[config.mk]
export PLATFORM = sky130hd
export DESIGN_NAME = melody_player
export DESIGN_NICKNAME = d
export VERILOG_FILES = /design/src/rtl/melody_pkg.sv /design/src/rtl/melody_player_tone_gen.sv /design/src/rtl/melody_player.sv
export SDC_FILE = /design/constraint.sdc
export NUM_CORES = 1
export LEC_CHECK = 0
export ABC_AREA = 1
export BUFFER_PORTS_ARGS = -buffer_cell sky130_fd_sc_hd__buf_4
export CAP_MARGIN = 20
export CORE_MARGIN = 1.5
export CORE_UTILIZATION = 60
export DETAILED_ROUTE_END_ITERATION = 6
export PLACE_DENSITY = 0.74
export SLEW_MARGIN = 20
export SYNTH_ARGS = -nofsm -noshare
export SYNTH_HDL_FRONTEND = slang
export SYNTH_SLANG_ARGS = --single-unit
[constraint.sdc]
create_clock -name clk50mhz -period 6.9 [get_ports clk50mhz]
set_clock_uncertainty 0.1 [all_clocks]
set_input_delay 0.345 -clock clk50mhz [delete_from_list [all_inputs] [get_ports clk50mhz]]
set_output_delay 0.345 -clock clk50mhz [all_outputs]
set_load 0.01 [all_outputs]
[src/rtl/melody_pkg.sv]
// Shared note codes, frequency table, song ROM and tone-period helpers for melody_player.
package melody_pkg;

  // 0 = rest, 1-7 low DO..XI, 8-14 mid DO..XI, 15-21 high DO..XI
  typedef logic [4:0] note_t;

  typedef enum logic [0:0] {
    StIdle,
    StPlay
  } state_e;

  localparam int unsigned NumCodes = 22;
  localparam int unsigned RomSongs = 2;
  localparam int unsigned RomLen   = 8;
  localparam int unsigned LowestHz = 262;

  localparam int unsigned NoteHz [NumCodes] = '{
    0,
    262, 294, 330, 349, 392, 440, 494,
    523, 587, 659, 698, 784, 880, 988,
    1047, 1175, 1319, 1397, 1568, 1760, 1976
  };

  // Song 0: hourly chime; song 1: alarm.
  localparam int unsigned SongRom [RomSongs][RomLen] = '{
    '{6, 7, 8, 9, 10, 10, 14, 13},
    '{15, 0, 15, 0, 15, 0, 15, 0}
  };

  function automatic int unsigned note_hz(input int unsigned code);
    return (code < NumCodes) ? NoteHz[code] : 0;
  endfunction

  // Half-period in clocks (integer floor); 0 for a rest.
  function automatic int unsigned half_period(input int unsigned clk_hz,
                                              input int unsigned code);
    int unsigned hz;
    hz = note_hz(code);
    return (hz == 0) ? 0 : clk_hz / (2 * hz);
  endfunction

  function automatic int unsigned max_half(input int unsigned clk_hz);
    return clk_hz / (2 * LowestHz);
  endfunction

  // Song or note indices beyond the ROM wrap around onto the stored tunes.
  function automatic int unsigned song_note(input int unsigned song, input int unsigned idx);
    return SongRom[song % RomSongs][idx % RomLen];
  endfunction

endpackage

[src/rtl/melody_player_tone_gen.sv]
// Square-wave generator: toggles every half_i clocks while enabled, phase cleared by clr_i.
module tone_gen #(
  parameter int unsigned Width = 8
) (
  input  logic             clk_i,
  input  logic             rst_i,
  input  logic [Width-1:0] half_i,
  input  logic             en_i,
  input  logic             clr_i,
  output logic             wave_o
);

  logic [Width-1:0] cnt_q;
  logic             wave_q;

  always_ff @(posedge clk_i) begin
    if (rst_i || clr_i || !en_i) begin
      cnt_q  <= '0;
      wave_q <= 1'b0;
    end else if (cnt_q == half_i - Width'(1)) begin
      cnt_q  <= '0;
      wave_q <= ~wave_q;
    end else begin
      cnt_q <= cnt_q + Width'(1);
    end
  end

  assign wave_o = wave_q;

endmodule

[src/rtl/melody_player.sv]
// Melody player: plays one of SONG_NUM ROM melodies as a square wave on b_eep.
// Optional NOTE_GAP_EN silences the last GAP_TICKS clocks of every note.
module melody_player
  import melody_pkg::*;
#(
  parameter int unsigned CLK_HZ     = 50_000_000,
  parameter int unsigned NOTE_TICKS = 50_000_000,
  parameter int unsigned MELODY_LEN = 8,
  parameter int unsigned SONG_NUM   = 2,
  parameter int unsigned GAP_TICKS  = 5_000_000,
  localparam int unsigned SelW      = (SONG_NUM > 1) ? $clog2(SONG_NUM) : 1,
  localparam int unsigned StepW     = $clog2(MELODY_LEN)
) (
  input  logic             clk50mhz,
  input  logic             rst,
  input  logic             start,
  input  logic             stop,
  input  logic [SelW-1:0]  song_sel,
  output logic             b_eep,
  output logic             busy,
  output logic             done,
  output logic [StepW-1:0] step
);

  localparam int unsigned NoteW   = (NOTE_TICKS > 1) ? $clog2(NOTE_TICKS) : 1;
  localparam int unsigned MaxHalf = max_half(CLK_HZ);
  localparam int unsigned TW      = (MaxHalf > 1) ? $clog2(MaxHalf + 1) : 1;

  if (MELODY_LEN < 2) begin : g_bad_len
    $error("MELODY_LEN must be at least 2");
  end
  if (GAP_TICKS >= NOTE_TICKS) begin : g_bad_gap
    $error("GAP_TICKS must be smaller than NOTE_TICKS");
  end

  state_e           state_q;
  logic [SelW-1:0]  song_q;
  logic [SelW-1:0]  song_lat;
  logic [NoteW-1:0] note_cnt_q;
  logic [StepW-1:0] step_q;
  logic             busy_q;
  logic             done_q;

  note_t            note_rom [SONG_NUM][MELODY_LEN];
  logic [TW-1:0]    half_rom [SONG_NUM][MELODY_LEN];
  note_t            cur_note;
  logic [TW-1:0]    cur_half;

  logic             playing;
  logic             note_last;
  logic             song_last;
  logic             gap;
  logic             tone_en;
  logic             tone_clr;

  // Note codes and half-periods are resolved entirely at elaboration.
  for (genvar s = 0; s < SONG_NUM; s++) begin : g_song
    for (genvar i = 0; i < MELODY_LEN; i++) begin : g_note
      assign note_rom[s][i] = note_t'(song_note(s, i));
      assign half_rom[s][i] = TW'(half_period(CLK_HZ, song_note(s, i)));
    end
  end

  if (SONG_NUM == (1 << SelW)) begin : g_sel_full
    assign song_lat = song_sel;
  end else begin : g_sel_clip
    assign song_lat = (song_sel < SelW'(SONG_NUM)) ? song_sel : '0;
  end

  assign cur_note  = note_rom[song_q][step_q];
  assign cur_half  = half_rom[song_q][step_q];
  assign playing   = (state_q == StPlay);
  assign note_last = (note_cnt_q == NoteW'(NOTE_TICKS - 1));
  assign song_last = (step_q == StepW'(MELODY_LEN - 1));

`ifdef NOTE_GAP_EN
  // Starts one tick early so the registered b_eep is already low on the first gap clock.
  localparam int unsigned GapStart = NOTE_TICKS - GAP_TICKS - 1;
  assign gap = (note_cnt_q >= NoteW'(GapStart));
`else
  assign gap = 1'b0;
`endif

  assign tone_en  = playing && (cur_note != '0) && !gap;
  assign tone_clr = stop || start || (playing && note_last);

  always_ff @(posedge clk50mhz) begin
    if (rst) begin
      state_q    <= StIdle;
      song_q     <= '0;
      note_cnt_q <= '0;
      step_q     <= '0;
      busy_q     <= 1'b0;
      done_q     <= 1'b0;
    end else begin
      done_q <= 1'b0;
      if (stop) begin
        state_q    <= StIdle;
        note_cnt_q <= '0;
        step_q     <= '0;
        busy_q     <= 1'b0;
      end else if (start) begin
        // Also the retrigger path; it outranks a natural song end on the same tick.
        state_q    <= StPlay;
        song_q     <= song_lat;
        note_cnt_q <= '0;
        step_q     <= '0;
        busy_q     <= 1'b1;
      end else if (playing) begin
        if (note_last) begin
          note_cnt_q <= '0;
          if (song_last) begin
            state_q <= StIdle;
            step_q  <= '0;
            busy_q  <= 1'b0;
            done_q  <= 1'b1;
          end else begin
            step_q <= step_q + StepW'(1);
          end
        end else begin
          note_cnt_q <= note_cnt_q + NoteW'(1);
        end
      end
    end
  end

  tone_gen #(
    .Width (TW)
  ) u_tone_gen (
    .clk_i  (clk50mhz),
    .rst_i  (rst),
    .half_i (cur_half),
    .en_i   (tone_en),
    .clr_i  (tone_clr),
    .wave_o (b_eep)
  );

  assign busy = busy_q;
  assign done = done_q;
  assign step = step_q;

endmodule

==> metrics.cfg, run 1 <==
[placed_design]
hpwl_mm = 5.53
gp_congestion = 0.833
dpl.cell_count = 577
port_buffers = 10

[clocking]
htreeDepth = 2
clock_sinks = 51
cts_hold_repair.buffers = 0
clock_path_buffers = 2
cts_tree = done
post_cts_buffers = 0
cts_buffers = 5
cts_root_buf = clkbuf_8
cts_resized = 0
path_clk_slew_ns = 0.08
insertion_delay_ns = 0.30

[die]
start_util_pct = 63.5
row_count = 26
coreArea_sq_um = 5200
boundaryPins = 11
chipWidth_um = 77.2
die_h_um = 77.2
dieArea_sq_um = 5960

[worst_hold_path]
min_to = song_q
worstHoldPathCells = 2
min_path_type = input pin to register
hp-start = rst

[sta]
rsz0062_at_grt = false
fin_setup_tns_ns = 0
drv_slew = 0
timing.hold.ws_ns = 0.107
hold_viol = 0
post-route-period-util_pct = 46.4
max_freq_mhz = 312
tightest_slew_ns = 0.666
setup_viol = 0
period_minus_slack_ns = 3.20
worst_slew_margin_rel_pct = 55.4

[yosys]
ys_seq_area_share_pct = 30.9
yosys.area_share.simple_pct = 38.4
yosysUniqueCellTypes = 32
post-synth-top-count-cell = nand2_1
synth_edf_count = 0
synthMuxAreaShare_pct = 0
synth.area.top_cells = dfxtp_1 31%, nand2_1 13%, inv_1 7.5%, nor2_1 7.0%, nand3_1 6.8%
synth_area_leader_cell = dfxtp_1
synth_fp_nets = 519
yosys_register_bits = 51
synth-compound-area-share_pct = 9.01
synth-main-ff-cell = dfxtp_1
synth_warnings = 0
synth_xor_area_share_pct = 7.95
synth_async_sr_flop_share_pct = 0
syn_area_per_cell_sq_um = 6.58
mappedNetlistArea_sq_um = 3300
synth_top_family_by_area = simple AND/OR/NAND/NOR gates
yosys-top-cells-count = 112 x nand2_1, 66 x inv_1, 62 x nor2_1
synth_top_area_share_pct = 30.9
synthCells = 502
synth_fa_ha_area_share_pct = 4.54

[critical_path]
crit_path_end_kind = register
crit_path_start = step[0]
worstRegToRegCells = 19
max_stage_delay_ns = 0.51
crit_chain = inv_1, ha_1, inv_1, nand2_1, nand3_1, nand2_2, inv_2, ha_1, nand3_1, nor2_4, nand2_1, inv_1, nand3_1, nand2_1, nand4_1, nor2_1, nand2_2, nand2_4, nor2_1
r2r_slack_ns = 3.70
worstPathArrival_ns = 3.28
r2r-start = step[0]
crit_required_ns = 6.98
worst_r2r_endpoint = u_tone_gen.cnt_q[15]
crit_type = register to register
cpMaxStageDelayCell = dfxtp_1
cp_max_fo = 17
start_kind = register

[grt]
grt.overflow.total = 0
grt_max_degree = 18
grt_pass1_wl_mm = 12.7
track_usage_pct = 26.1
grt_pass1_vias = 2980
grt_antenna_before_repair = 0

[cells_and_area]
drive_gt1_share_pct = 10.3
area_delta_synth_final_pct = 6.74
nNetsFinal = 531
stdcell_count = 585
diodes = 0

[drt]
vias = 3059
dr.first_iter.drc_count = 219
ant_nets = 0
wirelength_mm = 7.23
firstDrtPassIters = 5
drc_errors = 0
viasPerCell = 5.23
wl_per_cell_um = 12.4

[power_and_ir_drop]
max-vdd-ir-drop_v = 0.000127
power.density_nw_per_um2 = 143
p_total_uw = 506
leakage_uw = 0.00138

[flow_run]
drv_cap = 0

[status]
status = finished, final reports clean

[report_power, final]
group          switching [uW]  internal, uW  leakage [uW]
registers                1.66           295      0.000411
logic                    17.1          9.38      0.000921
clock network             101          82.2     0.0000516
[per-stage QoR]
step           worst slack, ns  utilization, %  area, sq um
4_1_cts                   3.68            67.8         3530
5_1_grt                   3.25            67.8         3530
3_3_place_gp              3.86            65.9         3430
3_5_place_dp              3.70            65.9         3430
6_report                  3.70            67.8         3530
2_1_floorplan             3.97               -         3300
[flip-flops by register name (all words and copies together), names as in the netlist]
register           count
note_cnt_q            26
u_tone_gen.cnt_q      17
step                   3
busy                   1
done                   1
playing                1
song_q                 1
u_tone_gen.wave_o      1
[cell type report]
| class | count | area [sq um] |
|---|---|---|
| Tap cell | 70 | 87.6 |
| Fill cell | 507 | 1680 |
| Timing Repair Buffer | 10 | 75.1 |
| Multi-Input combinational cell | 375 | 1980 |
| Clock inverter | 2 | 13.8 |
| Inverter | 71 | 267 |
| Sequential cell | 51 | 1020 |
| Clock buffer | 6 | 82.6 |
[layout by cell type (no fill, tap or decap), types with 2 or more instances in the layout]
cell type	n
nand3_1	45
clkbuf_8	6
inv_2	5
xnor2_1	7
nand3b_1	3
nor2_4	2
o21ai_1	5
xor2_1	23
buf_4	10
a21oi_1	20
nor2_2	15
o21bai_1	3
nor4_1	5
nand2_2	10
nor3_1	13
o21ai_0	16
inv_1	66
nand4_1	11
nand2_1	112
nor2_1	62
ha_1	12
o221a_2	2
o21a_1	2
a211oi_1	2
dfxtp_1	51
[critical path, delay by kind of cell, from the launching register on]
kind,cells,cell delay (ns)
buf+inv,4,0.49
fa+ha+maj,2,0.54
simple gates,13,1.44
flops,1,0.51
[cell families after synthesis]
family,after synthesis
buf+inv,76
fa+ha+maj,12
simple gates,281
flops,51
compound gates,52
xor+xnor,30
[how the worst max path moves through the flow]
| stage | to | slack, ns | cells after the start |
|---|---|---|---|
| 3_3_place_gp | u_tone_gen.cnt_q[0] | 3.86 | 19 |
| 6_report | u_tone_gen.cnt_q[15] | 3.70 | 19 |
| 4_1_cts | u_tone_gen.cnt_q[15] | 3.68 | 19 |
| 2_1_floorplan | u_tone_gen.cnt_q[15] | 3.97 | 22 |
| 3_5_place_dp | u_tone_gen.cnt_q[15] | 3.70 | 19 |
| 5_1_grt | u_tone_gen.cnt_q[15] | 3.25 | 19 |
[per-layer routing]
metal	up-vias	part of all wire, %	GRT usage [%]
met5	-	0	0
met3	12	2.0	4.05
met1	1389	44	30.3
li1	1625	-	-
met4	0	2.4	12.0
met2	33	51	46.8
Power figures use the tool's default switching activity.
==> run 2: changes to the inputs <==
==> constraint.sdc (replaced) <==
create_clock -name clk50mhz -period 3.2 [get_ports clk50mhz]
set_clock_uncertainty 0.1 [all_clocks]
set_input_delay 0.16 -clock clk50mhz [delete_from_list [all_inputs] [get_ports clk50mhz]]
set_output_delay 0.16 -clock clk50mhz [all_outputs]
set_load 0.01 [all_outputs]
==> run 2 against run 1 <==
Net effect: combinational power increased by 140%; largest cell class unchanged; core utilization increased by 1.7 points; non-clock buffer count increased by 7; wire length increased by 2.4%; final area increased by 2.6%.
==> metrics.cfg, run 2 (synthesis results as in run 1) <==
[die]
dieArea_sq_um = 5960
die_h_um = 77.2
boundaryPins = 11
row_count = 26
start_util_pct = 63.5
chipWidth_um = 77.2
coreArea_sq_um = 5200

[grt]
grt_max_degree = 18
grt_pass1_wl_mm = 12.9
grt_pass1_vias = 3006
grt_antenna_before_repair = 0
grt.overflow.total = 0
track_usage_pct = 26.4

[placed_design]
gp_congestion = 0.847
hpwl_mm = 5.69
port_buffers = 10

[drt]
wirelength_mm = 7.40
viasPerCell = 5.24
ant_nets = 0
dr.first_iter.drc_count = 145
vias = 3107
drc_errors = 0
wl_per_cell_um = 12.5
firstDrtPassIters = 4

[critical_path]
r2r_slack_ns = 0.29
worstPathArrival_ns = 3.06
cpMaxStageDelayCell = a211oi_1
crit_path_end_kind = register
crit_required_ns = 3.34
crit_chain = ha_1, inv_1, nor2_1, nand2_1, nor4_1, nand3_1, nand2_1, a211oi_1, nand2_4, nor2_2
cpMostUsedCell = nand2_1
max_stage_delay_ns = 0.99
crit_type = register to register
r2r-start = note_cnt_q[0]
worst_r2r_endpoint = u_tone_gen.cnt_q[12]
path_buf_inv = 1
cp_max_fo = 9
crit_family = simple AND/OR/NAND/NOR gates
start_kind = register
worstRegToRegCells = 10

[power_and_ir_drop]
p_total_uw = 1100
power.density_nw_per_um2 = 304
max-vdd-ir-drop_v = 0.000204
leakage_uw = 0.00142

[sta]
worst_slew_margin_rel_pct = 21.3
hold_viol = 0
setup_viol = 0
period_minus_slack_ns = 2.91
drv_slew = 0
max_freq_mhz = 343
fin_setup_tns_ns = 0
tightest_slew_ns = 1.17
rsz0062_at_grt = false
post-route-period-util_pct = 91.1

[cells_and_area]
diodes = 0
drive_gt1_share_pct = 11.9
nFillCells = 472
final_common_cell = nand2_1
largest-register = note_cnt_q
area_delta_synth_final_pct = 9.47
layout_common_cells = 112 x nand2_1, 66 x inv_1, 61 x nor2_1, 51 x dfxtp_1, 45 x nand3_1
largest_register_ffs = 26
nNetsFinal = 539

[clocking]
clock_sinks = 51
clock_path_buffers = 2
cts_buffers = 5
insertion_delay_ns = 0.30
cts_tree = done
path_clk_slew_ns = 0.10
htreeDepth = 2
cts_root_buf = clkbuf_8

[worst_hold_path]
hp-start = song_sel
min_path_type = input pin to register
worstHoldPathCells = 3
min_to = song_q

[status]
status = finished, final reports clean

[flow_run]
drv_cap = 0

[run 2: report_power, final]
part	switching, uW	internal (uW)	leakage [uW]	total (uW)
sequential	2.77	636	0.000411	639
combinational	39.1	23.5	0.000961	62.6
clock	220	177	0.0000516	397
total	262	837	0.00142	1100
[run 2: metal layers]
layer	global-route usage, %	routed length, um	up-vias
li1	-	-	1647
met1	29.9	3340	1423
met2	50.5	3820	25
met3	3.33	100	12
met4	8.55	142	0
met5	0	0	-
[run 2: through the flow]
step / std cells / utilization (%) / hold slack (ns) / area [sq um] / setup WS, ns
after detailed placement: 582 / 66.6 / 0.229 / 3470 / 0.276
after global routing: 593 / 69.5 / 0.0265 / 3620 / 0.000832
after floorplan: 502 / - / 0.129 / 3300 / 0.268
after CTS: 591 / 68.7 / 0.0109 / 3570 / 0.260
after global placement: 582 / 66.6 / 0.230 / 3470 / 0.381
final: 593 / 69.5 / 0.0184 / 3620 / 0.286
[run 2: cell type report]
| class | count | area [sq um] | area share (%) |
|---|---|---|---|
| Sequential cell | 51 | 1020 | 28.2 |
| Timing Repair Buffer | 17 | 130 | 3.60 |
| Multi-Input combinational cell | 376 | 2020 | 55.7 |
| Clock inverter | 2 | 13.8 | 0.380 |
| Tap cell | 70 | 87.6 | 2.42 |
| Clock buffer | 6 | 82.6 | 2.28 |
| Inverter | 71 | 267 | 7.37 |
[run 2: timing repair]
| action | 4_1_cts | 5_1_grt |
|---|---|---|
| endpoints found under the setup margin | 0 | 17 |
| buffers inserted | 0 | 1 |
| hold endpoints to repair | 1 | 0 |
| resized for setup | 0 | 3 |
| hold buffers | 1 | 0 |
[run 2: tightest hold or removal path, cell delays in order]
cell	delay, ns
buf_4	0.11
nand2_1	0.06
a21oi_1	0.05
[run 2: worst max-delay path by stage]
stage	from	to	slack, ns	cells after the start
6_report	note_cnt_q[0]	u_tone_gen.cnt_q[12]	0.29	10
5_1_grt	step[0]	u_tone_gen.cnt_q[12]	0.0008	19
4_1_cts	step[0]	u_tone_gen.cnt_q[2]	0.26	19
3_5_place_dp	step[0]	u_tone_gen.cnt_q[2]	0.28	19
3_3_place_gp	step[0]	u_tone_gen.cnt_q[0]	0.38	21
2_1_floorplan	step[0]	u_tone_gen.cnt_q[15]	0.27	22
==> run 3: changes to the inputs <==
--- a/config.mk
+++ b/config.mk
@@ -11,7 +11,8 @@
 export CORE_MARGIN = 1.5
 export CORE_UTILIZATION = 60
 export DETAILED_ROUTE_END_ITERATION = 6
-export PLACE_DENSITY = 0.74
+export PLACE_DENSITY = 0.82
+export SETUP_SLACK_MARGIN = 0.5
 export SLEW_MARGIN = 20
 export SYNTH_ARGS = -nofsm -noshare
 export SYNTH_HDL_FRONTEND = slang
==> run 3 against run 2 <==
Net effect: sequential share of layout area shrank 1.2 points; cell count up 1.2%; worst hold slack improved by 0.010 ns; critical endpoint is now u_tone_gen.cnt_q[10]; largest cell class unchanged; highest routed layer unchanged.
==> metrics.cfg, run 3 (synthesis results as in run 1) <==
[die]
boundaryPins = 11
row_count = 26
die_h_um = 77.2
start_util_pct = 63.5
coreArea_sq_um = 5200
dieArea_sq_um = 5960
chipWidth_um = 77.2

[cells_and_area]
diodes = 0
largest-register = note_cnt_q
drive_gt1_share_pct = 16.4
nNetsFinal = 546
area_delta_synth_final_pct = 15.4
final_common_cell = nand2_1
layout_common_cells = 109 x nand2_1, 64 x inv_1, 57 x nor2_1, 47 x dfxtp_1, 42 x nand3_1
largest_register_ffs = 26

[sta]
worst_slew_margin_rel_pct = 52.9
post-route-period-util_pct = 81.5
period_minus_slack_ns = 2.61
fin_setup_tns_ns = 0
hold_viol = 0
tightest_slew_ns = 0.704
setup_viol = 0
timing.hold.ws_ns = 0.0287
drv_slew = 0
rsz0062_at_grt = true
max_freq_mhz = 384

[critical_path]
crit_type = register to register
worst_r2r_endpoint = u_tone_gen.cnt_q[10]
worstPathArrival_ns = 2.72
r2r-start = song_q
crit_required_ns = 3.31
cp_max_fo = 8
start_kind = register
crit_path_end_kind = register
worstRegToRegCells = 18
r2r_slack_ns = 0.59

[clocking]
insertion_delay_ns = 0.32
cts_buffers = 5
path_clk_slew_ns = 0.09
htreeDepth = 2
clock_sinks = 51
clock_path_buffers = 2
cts_tree = done
cts_root_buf = clkbuf_8

[worst_hold_path]
min_to = playing
worstHoldPathCells = 4
min_path_type = input pin to register
hp-start = stop

[drt]
viasPerCell = 5.40
wl_per_cell_um = 12.6
dr.first_iter.drc_count = 156
wirelength_mm = 7.58
ant_nets = 0
drc_errors = 0
vias = 3238
firstDrtPassIters = 5

[power_and_ir_drop]
power.density_nw_per_um2 = 287
leakage_uw = 0.00150
max-vdd-ir-drop_v = 0.000305

[grt]
grt_antenna_before_repair = 0
grt_max_degree = 18
grt_pass1_vias = 2978
grt.overflow.total = 0
grt_pass1_wl_mm = 12.7
track_usage_pct = 26.0

[placed_design]
port_buffers = 10
hpwl_mm = 5.47
gp_congestion = 0.896

[status]
status = finished, final reports clean

[flow_run]
drv_cap = 0

-- run 3: final cells by class --
cell class,instances,area (sq um)
inverters,71,277
well taps,70,87.6
fillers,407,1390
flip-flops and latches,51,1030
repair buffers,23,189
clock inverters,3,22.5
clock buffers,5,68.8
multi-input cells,377,2140
-- run 3: per-layer routing --
metal | up-vias | track usage (%) | part of all wire [%]
li1 | 1671 | - | -
met5 | - | 0 | 0
met1 | 1485 | 31.3 | 45
met2 | 66 | 43.9 | 49
met3 | 16 | 6.07 | 3.5
met4 | 0 | 11.6 | 2.3
-- run 3: how the worst max path moves through the flow --
stage,start,endpoint,slack (ns),cells after the start
finish,song_q,u_tone_gen.cnt_q[10],0.59,18
detailed placement,song_q,u_tone_gen.cnt_q[3],0.26,19
global route,song_q,u_tone_gen.cnt_q[8],0.38,21
floorplan,step[0],u_tone_gen.cnt_q[15],0.51,22
global placement,song_q,u_tone_gen.cnt_q[1],0.39,21
CTS,step[0],u_tone_gen.cnt_q[10],0.52,19
-- run 3: critical path, cell delays in order, from the launching register on --
cell and delay (ns):
dfxtp_4 0.38, buf_6 0.13, ha_1 0.17, inv_1 0.06
nand2_1 0.05, nand3_1 0.16, nand2_1 0.11, nor2_2 0.16
nand2_2 0.12, nor2_4 0.19, nand3_1 0.09, nand2_1 0.08
nand2_1 0.06, nor2_1 0.10, nand2_1 0.09, nor2_4 0.14
nand2_4 0.14, nand2_8 0.13, nor2_2 0.04
-- run 3: through the flow --
step / util [%] / total power (uW) / area (sq um) / cells / setup slack (ns)
3_3_place_gp: 66.7 / 710 / 3470 / 581 / 0.394
2_1_floorplan: - / 696 / 3310 / 502 / 0.511
6_report: 73.3 / 1090 / 3810 / 600 / 0.593
5_1_grt: 73.3 / 1140 / 3810 / 600 / 0.382
4_1_cts: 70.6 / 1090 / 3670 / 597 / 0.521
3_5_place_dp: 66.7 / 712 / 3470 / 581 / 0.261
-- run 3: timing repair --
item	CTS	global route
endpoints found under the hold margin	1	0
setup endpoints to repair	18	27
resized for setup	9	27
buffers inserted	5	2
hold buffers	2	0
gates cloned	1	1
pin swaps	2	9
-- run 3: report_power, final --
part / total, uW / internal (uW) / switching [uW]
Sequential: 638 / 635 / 3.22
Combinational: 74.1 / 30.1 / 44.0
Clock: 381 / 157 / 224
